### src/rtl/crc32_frame_ctrl.sv
// Frame controller for an external byte-wide CRC-32 engine: forwards data bytes
// cut-through, waits for the engine result, then appends the four CRC bytes.
module crc32_frame_ctrl #(
  parameter int unsigned MAX_LEN       = 1024,
  parameter int unsigned ENG_LAT       = 1,
  parameter bit          CRC_LSB_FIRST = 1'b1
) (
  input  logic        clk,
  input  logic        rst,
  input  logic [7:0]  s_data,
  input  logic        s_valid,
  input  logic        s_last,
  output logic        s_ready,
  output logic [7:0]  m_data,
  output logic        m_valid,
  output logic        m_last,
  input  logic        m_ready,
  output logic        eng_init,
  output logic        eng_en,
  output logic [7:0]  eng_data,
  input  logic [31:0] eng_crc,
  output logic [15:0] frame_len,
  output logic        len_err,
  output logic        busy
);

  typedef enum logic [2:0] {
    IDLE,
    INIT,
    DATA,
    WAIT,
    APPEND
  } state_t;

  state_t      state;
  state_t      state_d;
  logic [15:0] len_cnt;
  logic [15:0] len_inc;
  logic        at_max;
  logic [3:0]  wait_cnt;
  logic        wait_done;
  logic [31:0] crc_q;
  logic [1:0]  byte_idx;
  logic [1:0]  idx_sel;
  logic [7:0]  crc_byte;
  logic        accept;
  logic        frame_end;
  logic        trunc;
  logic        crc_take;
  logic        byte_adv;

  assign len_inc   = len_cnt + 16'd1;
  assign at_max    = (len_inc == 16'(MAX_LEN));
  assign wait_done = (wait_cnt == 4'(ENG_LAT - 1));

  // MSB-first order walks the bytes 3..0, i.e. the bitwise inverse of the index.
  assign idx_sel  = CRC_LSB_FIRST ? byte_idx : ~byte_idx;
  assign crc_byte = crc_q[{idx_sel, 3'b000} +: 8];

  always_ff @(posedge clk or posedge rst) begin
    if (rst) begin
      state <= IDLE;
    end else begin
      state <= state_d;
    end
  end

  always_comb begin
    state_d   = state;
    s_ready   = 1'b0;
    m_valid   = 1'b0;
    m_last    = 1'b0;
    m_data    = '0;
    eng_init  = 1'b0;
    eng_en    = 1'b0;
    eng_data  = '0;
    accept    = 1'b0;
    frame_end = 1'b0;
    trunc     = 1'b0;
    crc_take  = 1'b0;
    byte_adv  = 1'b0;
    busy      = (state != IDLE);
    case (state)
      IDLE: begin
        if (s_valid) state_d = INIT;
      end
      INIT: begin
        eng_init = 1'b1;
        state_d  = DATA;
      end
      DATA: begin
        m_data   = s_data;
        m_valid  = s_valid;
        s_ready  = m_ready;
        eng_en   = s_valid && m_ready;
        eng_data = s_data;
        accept   = s_valid && m_ready;
        // Reaching MAX_LEN without s_last closes the frame here; the rest of
        // the upstream stream starts a new frame.
        if (accept && (s_last || at_max)) begin
          frame_end = 1'b1;
          trunc     = !s_last;
          state_d   = WAIT;
        end
      end
      WAIT: begin
        if (wait_done) begin
          crc_take = 1'b1;
          state_d  = APPEND;
        end
      end
      APPEND: begin
        m_valid  = 1'b1;
        m_data   = crc_byte;
        m_last   = (byte_idx == 2'd3);
        byte_adv = m_ready;
        if (m_ready && (byte_idx == 2'd3)) state_d = IDLE;
      end
      default: state_d = IDLE;
    endcase
  end

  always_ff @(posedge clk or posedge rst) begin
    if (rst) begin
      len_cnt   <= '0;
      frame_len <= '0;
      len_err   <= 1'b0;
      wait_cnt  <= '0;
      crc_q     <= '0;
      byte_idx  <= '0;
    end else begin
      if (state == INIT) begin
        len_cnt <= '0;
        len_err <= 1'b0;
      end else if (accept) begin
        len_cnt <= len_inc;
      end

      if (frame_end) begin
        frame_len <= len_inc;
        if (trunc) len_err <= 1'b1;
      end

      if (state != WAIT) begin
        wait_cnt <= '0;
      end else if (!wait_done) begin
        wait_cnt <= wait_cnt + 4'd1;
      end

      if (crc_take) crc_q <= eng_crc;

      if (state != APPEND) begin
        byte_idx <= '0;
      end else if (byte_adv) begin
        byte_idx <= byte_idx + 2'd1;
      end
    end
  end

endmodule

### config.mk
export PLATFORM = sky130hd
export DESIGN_NAME = crc32_frame_ctrl
export DESIGN_NICKNAME = d
export VERILOG_FILES = /design/src/rtl/crc32_frame_ctrl.sv
export SDC_FILE = /design/constraint.sdc
export NUM_CORES = 1
export LEC_CHECK = 0
export ABC_CLOCK_PERIOD_IN_PS = 5290
export BUFFER_PORTS_ARGS = -buffer_cell sky130_fd_sc_hd__buf_4
export CAP_MARGIN = 20
export CORE_ASPECT_RATIO = 0.75
export CORE_MARGIN = 1.5
export CORE_UTILIZATION = 38
export CTS_BUF_LIST = sky130_fd_sc_hd__clkbuf_4 sky130_fd_sc_hd__clkbuf_8
export CTS_CLUSTER_SIZE = 24
export DETAILED_ROUTE_END_ITERATION = 10
export PLACE_DENSITY_LB_ADDON = 0.3
export SLEW_MARGIN = 20
export SYNTH_ARGS = -nofsm -noshare
export SYNTH_HDL_FRONTEND = slang
export SYNTH_SLANG_ARGS = --single-unit
### constraint.sdc
create_clock -name clk -period 5.29 [get_ports clk]
set_input_delay 0.529 -clock clk [delete_from_list [all_inputs] [get_ports clk]]
set_output_delay 0.529 -clock clk [all_outputs]
set_load 0.1 [all_outputs]
Word level (Yosys, flattened, before mapping)
Cells that the tools add are included.

word-level totals
  bits in read-only memories = 0
  output and inout port bits = 39
  flip-flop bits (word level) = 74
  memories = 0
  RAM bits = 0
  latch bits = 0
  input port bits = 45

cells by class
  $lt $le $gt $ge = 0
  bitwise logic cells = 0
  multipliers = 0
  reduce and logical (&&, ||, !) cells = 11
  div/mod/pow operators = 0
  add/sub/neg operators = 3
  muxes and demuxes = 28
  shifts and indexed selects = 1
  equality and inequality tests = 13

operators with widths
  cell                                                    number
  two-way mux 16 bit                                      2
  indexed part select 32 x 6 -> 8 bit                     1
  adder 16 x 1 -> 16 bit (second input constant)          1
  equality test 16 x 11 -> 1 bit (second input constant)  1
  case mux 8 bit (2 select lines)                         1
  case mux 3 bit (5 select lines)                         1
  two-way mux 1 bit                                       14
  two-way mux 3 bit                                       4
  two-way mux 4 bit                                       2
  two-way mux 8 bit                                       1
  inequality test 2 bit (second input constant)           4
  equality test 3 x 2 -> 1 bit (second input constant)    2
  adder 4 x 1 -> 4 bit (second input constant)            1
  zero test 4 bit                                         1
  two-way mux 2 bit                                       2
  AND reduction 4 bit                                     1
  nonzero test 2 bit                                      2
  equality test 3 x 1 -> 1 bit (second input constant)    1
  equality test 3 bit (second input constant)             1
  logical AND 1 bit                                       3
  zero test 3 bit                                         1
  inequality test 3 x 2 -> 1 bit (second input constant)  1
  inequality test 3 bit (second input constant)           1
  nonzero test 3 bit                                      1
  6 further kinds                                         6

Depth between registers and ports, before layout
Gate-level depths: netlist of the first run.

  depth in word-level cells = 8
  gate-level depth with buffers = 11

Worst setup path before layout of the first run
No wires, ideal clock.

  path type = register to output
  start point = reg state[2]
  end point = out m_data[0]
  buffers on the path = 2
  stages on the path, launching flop included = 6
  data required time = 4.761 ns
  slack = 2.417 ns
  arrival time = 2.344 ns
  cell sequence = dfrtp_1 -> clkbuf_1 -> nor3b_1 -> clkbuf_1 -> and2_1 -> a31o_2

on the way
  word-level cells in the longest chain between the ends = 2
  elaborated cells between the ends (all ways) = 3
  classes of those cells = 2 x eq/ne; 1 x mux

ends and longest elaborated chain
  element                                                                     line  RTL
  from (decl)                                                                 35    state_t state;
  from (signal assigned)                                                      64    state <= state_d;
  equality test 3 bit / equality test 3 x 2 -> 1 bit (equally long branches)  83    case (state)
  case mux 8 bit (2 select lines) (*)                                         83
  to (decl)                                                                   14    output logic [7:0] m_data,

Mark *: on every way between the ends. The rest lies on a longest branch, timed or not.

Worst setup path after layout of the first run
  start point = reg state[2]
  end point = out eng_en

on the way
  word-level cells in the longest chain between the ends = 2

ends and longest elaborated chain
  element                       line  RTL
  equality test 3 x 2 -> 1 bit  83
  two-way mux 1 bit             83
  to (decl)                     19    output logic eng_en,

No other way between the ends.

==> results of run 1 <==
==> cell usage after synthesis (8+ instances only) <==
| cell | count |
|---|---|
| o21ai_0 | 17 |
| and2_1 | 9 |
| mux4_2 | 8 |
| a31o_2 | 8 |
| xnor2_1 | 16 |
| nand3_1 | 18 |
| clkbuf_1 | 14 |
| nand2_1 | 29 |
| dfrtp_1 | 74 |
| mux2_2 | 38 |
| nor2_1 | 22 |
==> per-stage QoR <==
step | area, um2 | instances | util | hold slack (ps) | worst slack [ps]
after floorplan | 3740 | 336 | - | 475 | 2420
after global placement | 4430 | 529 | 0.461 | 480 | 1990
after detailed placement | 4430 | 529 | 0.461 | 483 | 1760
after CTS | 4640 | 545 | 0.482 | 380 | 1620
after global routing | 4640 | 545 | 0.482 | 373 | 1390
final | 4640 | 545 | 0.482 | 398 | 1660
==> worst paths after layout <==
path	startpoint	endpoint	slack [ps]	cells past startpoint
setup / recovery	state[2]	eng_en	1660	5
hold / removal	eng_crc[19]	crc_q[19]	400	2
setup reg to reg	state[2]	frame_len[8]	1800	6
hold reg to reg	frame_len[2]	frame_len[2]	490	1
max in group asynchronous	rst	frame_len[12]	4220	3
min in group asynchronous	rst	crc_q[16]	450	3
==> final cells by class <==
| cell class | count | area [um2] |
|---|---|---|
| fillers | 920 | 4980 |
| well taps | 132 | 165 |
| multi-input cells | 230 | 1750 |
| flip-flops and latches | 74 | 1850 |
| repair buffers | 86 | 646 |
| clock inverters | 6 | 72.6 |
| clock buffers | 10 | 131 |
| inverters | 7 | 26.3 |
==> worst register-to-register path: cells and delay by family, from the launching register on <==
kind	cells	cell delay [ps]
buffers and inverters	2	700
DFF	1	580
and+or+nand+nor	2	1100
muxes	1	420
AOI/OAI and AO/OA	1	610
==> state kept, by name, summed over array words and instances, names as in the netlist <==
register	cells
wait_cnt	4
crc_q	32
byte_idx	2
len_cnt	16
len_err	1
state	3
frame_len	16
==> kinds of logic after synthesis <==
kind of cell	synth area share
xor gates and xnor gates	0.0492
buffers and inverters	0.0391
and+or+nand+nor	0.141
adders and majority gates	0.0167
AOI/OAI and AO/OA	0.0876
muxes	0.171
DFF	0.495
==> report_power, final <==
part,switching (W),leakage [nW],internal (W)
Clock,0.000226,0.101,0.000229
Sequential,0.000119,0.944,0.000744
Combinational,0.000958,1.06,0.000413
Total,0.00130,2.11,0.00139
==> cell usage in the layout (no fill, tap or decap), drive strengths merged, types with 2 or more instances in the layout <==
| cell | count |
|---|---|
| a21oi | 6 |
| a31o | 8 |
| and2 | 10 |
| and3 | 3 |
| buf | 86 |
| clkbuf | 10 |
| dfrtp | 74 |
| ha | 5 |
| inv | 10 |
| mux2 | 39 |
| mux2i | 2 |
| mux4 | 8 |
| nand2 | 29 |
| nand3 | 19 |
| nand4 | 3 |
| nor2 | 22 |
| nor2b | 2 |
| nor3 | 5 |
| nor3b | 2 |
| nor4 | 2 |
| o21a | 2 |
| o21ai | 17 |
| o22a | 7 |
| o22ai | 2 |
| o31ai | 4 |
| or2 | 3 |
| or3 | 2 |
| or4 | 2 |
| xnor2 | 16 |
| xor2 | 5 |
==> layer usage <==
metal  vias up  track usage
met5         -            0
met4         0       0.0466
met3         4       0.0434
met2        55        0.270
met1      1394        0.233
li1       1342            -
==> metrics.cfg, run 1 <==
[logic_synthesis]
async_flop_share = 1.00
synth_edf_count = 0
avgSynthCellArea_um2 = 11.1
yosysUniqueCellTypes = 44
synth_top_area_share = 0.495
synth_area_leader_cell = dfrtp_1
ys.flop_type = dfrtp_1
synth-seq-area-share = 0.495
synth.area.top_cells = dfrtp_1 49%, mux2_2 11%, mux4_2 4.8%
ys_warn_count = 0
synthCells = 336
netlist_area_um2 = 3740
synth_nets = 386
synth_seq_cells = 74

[place]
numPortBuffers = 83
dp_hpwl_mm = 5.84
place.gp.congestion = 0.799

[clock_tree]
htree_levels = 3
cts_setup_buffers = 0
numCtsBuffers = 9
insertion_delay_ps = 360
cts_hold_buffers = 0
postCtsResizedCells = 0
cts-root-buf = clkbuf_8
clk_pin_slew_ps = 90
clockBufferDepth = 2
cts_sinks = 74
cts_tree = built

[floorplan]
coreArea_um2 = 9620
pin_count = 84
die_h_um = 88.9
start_util = 0.389
die_w_um = 118
fp-row-count = 31
dieArea_um2 = 10500

[finish]
drive_above_1_share = 0.392
fin_nets = 458
antenna_cells = 0
area_growth_pct = 24.0

[run]
cap_violations = 0

[worst_setup_path]
worst-endpoint-required_ps = 4760
worst_setup_path_start_kind = flip-flop
cp_slowest_cell = nor3b_1
worstSetupEndpointType = output pin
critPathTopFamily = simple AND/OR/NAND/NOR gates
crit_buf_inv = 3
crit_type = flip-flop to output pin
cp_max_fo = 28
cp_cell_sequence = nor3b_1, nand3_1, buf_4, inv_1, buf_4
cpPeakStageDelay_ps = 920
cp.arrival_ps = 3110
critPathMostFrequentCell = buf_4

[drt]
drt_iter0_markers = 160
highest_layer = met4
drcViolationCount = 0
vias = 2795
firstDrtPassIters = 4
via_per_inst = 5.13
routed_wl_mm = 8.22
wl_per_cell_um = 15.1
wl_met1_mm = 4.02
antenna_left = 0
routed-wl-met3_um = 284
wl_met2_mm = 3.86

[power_and_ir_drop]
finalPower_w = 0.00269
ir_worst_vdd_mv = 0.351
p_leak_nw = 2.11
powerDensity_nw_per_um2 = 580

[timing]
setup_viol = 0
max-slew-margin-rel = 0.304
max_freq_ghz = 0.275
worstMarginPinSlew_ps = 1040
finalWorstPathRequiredPeriod_ps = 3630
finalCritPeriodShare = 0.687
clock_skew_ps = 9.41
fin_tns_setup_ps = 0
hold_viol = 0
slew_violations = 0
rsz0062_at_grt = no

[global_routing]
grt_usage = 0.169
globalRouteOverflowTotal = 0
grt_pass1_vias = 2714
antenna_found_initial = 0
grt_pass1_wl_mm = 13.9
grt_max_degree = 75

[run_status]
status = finished, final reports clean

[min_path]
hold_path_class = input port to flip-flop

Note: power is estimated with default switching activity, not from simulation.
==> run 2, diff against run 1 <==
--- a/config.mk
+++ b/config.mk
@@ -5,7 +5,7 @@
 export SDC_FILE = /design/constraint.sdc
 export NUM_CORES = 1
 export LEC_CHECK = 0
-export ABC_CLOCK_PERIOD_IN_PS = 5290
+export ABC_CLOCK_PERIOD_IN_PS = 3400
 export BUFFER_PORTS_ARGS = -buffer_cell sky130_fd_sc_hd__buf_4
 export CAP_MARGIN = 20
 export CORE_ASPECT_RATIO = 0.75
==> constraint.sdc (replaced) <==
create_clock -name clk -period 3.4 [get_ports clk]
set_input_delay 0.34 -clock clk [delete_from_list [all_inputs] [get_ports clk]]
set_output_delay 0.34 -clock clk [all_outputs]
set_load 0.1 [all_outputs]
==> run 2 against run 1 <==
Combinational power is 58% higher. Via count down 0.21%. Register-to-register slack worse by 1400 ps. Sequential share of layout area fell by 0.82 points. Sequential power rose by 56%. Total power grew 61%. Wire length increased by 2.7%. Global-route usage is 0.36 points higher. Final area increased by 2.1%. Critical endpoint is now frame_len[5].
==> metrics.cfg, run 2 (synthesized netlist as in run 1, its figures left out) <==
[clock_tree]
clk_pin_slew_ps = 80
clockBufferDepth = 2
numCtsBuffers = 9
cts_tree = built
cts_setup_buffers = 0
cts-root-buf = clkbuf_8
cts_sinks = 74
htree_levels = 3
cts_hold_buffers = 0
insertion_delay_ps = 350
postCtsResizedCells = 0

[finish]
largest_reg_flops = 32
final_cell_mix = 94 x buf_4, 74 x dfrtp_1, 38 x mux2_2
top_regs = crc_q x32, frame_len x16, len_cnt x16
antenna_cells = 0
fin_nets = 466
fin_util = 0.492
area_growth_pct = 26.6
top_register = crc_q
drive_above_1_share = 0.405
layout_commonest_cell = buf_4

[floorplan]
coreArea_um2 = 9620
die_h_um = 88.9
pin_count = 84
fp-row-count = 31
die_w_um = 118
dieArea_um2 = 10500
start_util = 0.389

[global_routing]
grt_pass1_vias = 2708
antenna_found_initial = 0
grt_usage = 0.173
globalRouteOverflowTotal = 0
grt_pass1_wl_mm = 14.0
grt_max_degree = 33

[worst_setup_path]
reg2reg_to = frame_len[5]
regToRegStartpoint = len_cnt[0]
crit_type = flip-flop to flip-flop
worst-endpoint-required_ps = 3630
worstSetupEndpointType = flip-flop
worst_setup_path_start_kind = flip-flop
rr_worst_depth = 8
rrSetupSlack_ps = 350
cp_max_fo = 10
startpoint = len_cnt[0]
cp.arrival_ps = 3280

[power_and_ir_drop]
powerDensity_nw_per_um2 = 916
switching_share = 0.464
power_frac_clock = 0.189
p_seq_frac = 0.311
power_switching_w = 0.00201
p_comb_frac = 0.501
ir_worst_vdd_mv = 0.670
p_int_w = 0.00232
p_leak_nw = 2.16

[drt]
drcViolationCount = 0
firstDrtPassIters = 4
vias = 2789
antenna_left = 0
drt_iter0_markers = 156
routed_wl_mm = 8.44
via_per_inst = 5.05
wl_per_cell_um = 15.3

[timing]
timing.hold.ws_ps = 34.0
slew_violations = 0
worstMarginPinSlew_ps = 829
finalCritPeriodShare = 0.897
finalWorstPathRequiredPeriod_ps = 3050
max-slew-margin-rel = 0.445
max_freq_ghz = 0.328
hold_viol = 0
setup_viol = 0
fin_tns_setup_ps = 0
rsz0062_at_grt = no
clock_skew_ps = 9.27

[min_path]
hold_path_class = input port to async pin

[run]
cap_violations = 0

[place]
dp_hpwl_mm = 6.22
place.gp.congestion = 0.836
numPortBuffers = 83

[run_status]
status = finished, final reports clean

## run 2: changes by cell type in the layout (fill, tap and decap cells not counted), sizes merged
cell,previous run,this run
buf,86,94
bufinv,1,3
inv,10,7
## run 2: area by class of cell
cell class / instances / area, um2
inverters: 7 / 26.3
flip-flops and latches: 74 / 1850
well taps: 132 / 165
fillers: 915 / 4880
multi-input cells: 230 / 1750
clock inverters: 5 / 103
repair buffers: 94 / 706
clock buffers: 10 / 138
## run 2: worst max path at each step
stage / slack, ps / endpoint
finish: 350 / frame_len[5]
detailed placement: 240 / frame_len[7]
floorplan: 550 / frame_len[2]
CTS: 190 / frame_len[5]
global route: 130 / frame_len[5]
global placement: 300 / frame_len[4]
## run 2: stage by stage
stage               worst slack [ps]  power (W)  instance area, um2  cells
floorplan                        546    0.00306                3740    336
global placement                 303    0.00350                4490    537
detailed placement               237    0.00355                4490    537
CTS                              186    0.00438                4730    552
global route                     128    0.00455                4740    552
finish                           352    0.00434                4740    552
## run 2: power groups by stage
stage                     Clock, W  Sequential (W)  Combinational, W
final                     0.000818         0.00135           0.00217
after global routing      0.000886         0.00139           0.00228
after CTS                 0.000850         0.00135           0.00219
after detailed placement         0         0.00136           0.00218
after global placement           0         0.00135           0.00215
after floorplan                  0         0.00169           0.00137
## run 2: worst max-delay path, cell delays in order, from the launching register on
cell and delay (ps):
dfrtp_1 460, ha_1 330, nand3_2 170, or4_1 650
or2_0 270, a21oi_1 130, and4bb_1 260, o21a_2 290
mux2_2 370
## run 2: per-layer routing
layer	track usage	vias up	wire, um
li1	-	1344	-
met1	0.235	1383	4100
met2	0.274	57	3940
met3	0.0440	5	308
met4	0.0610	0	97
met5	0	-	0
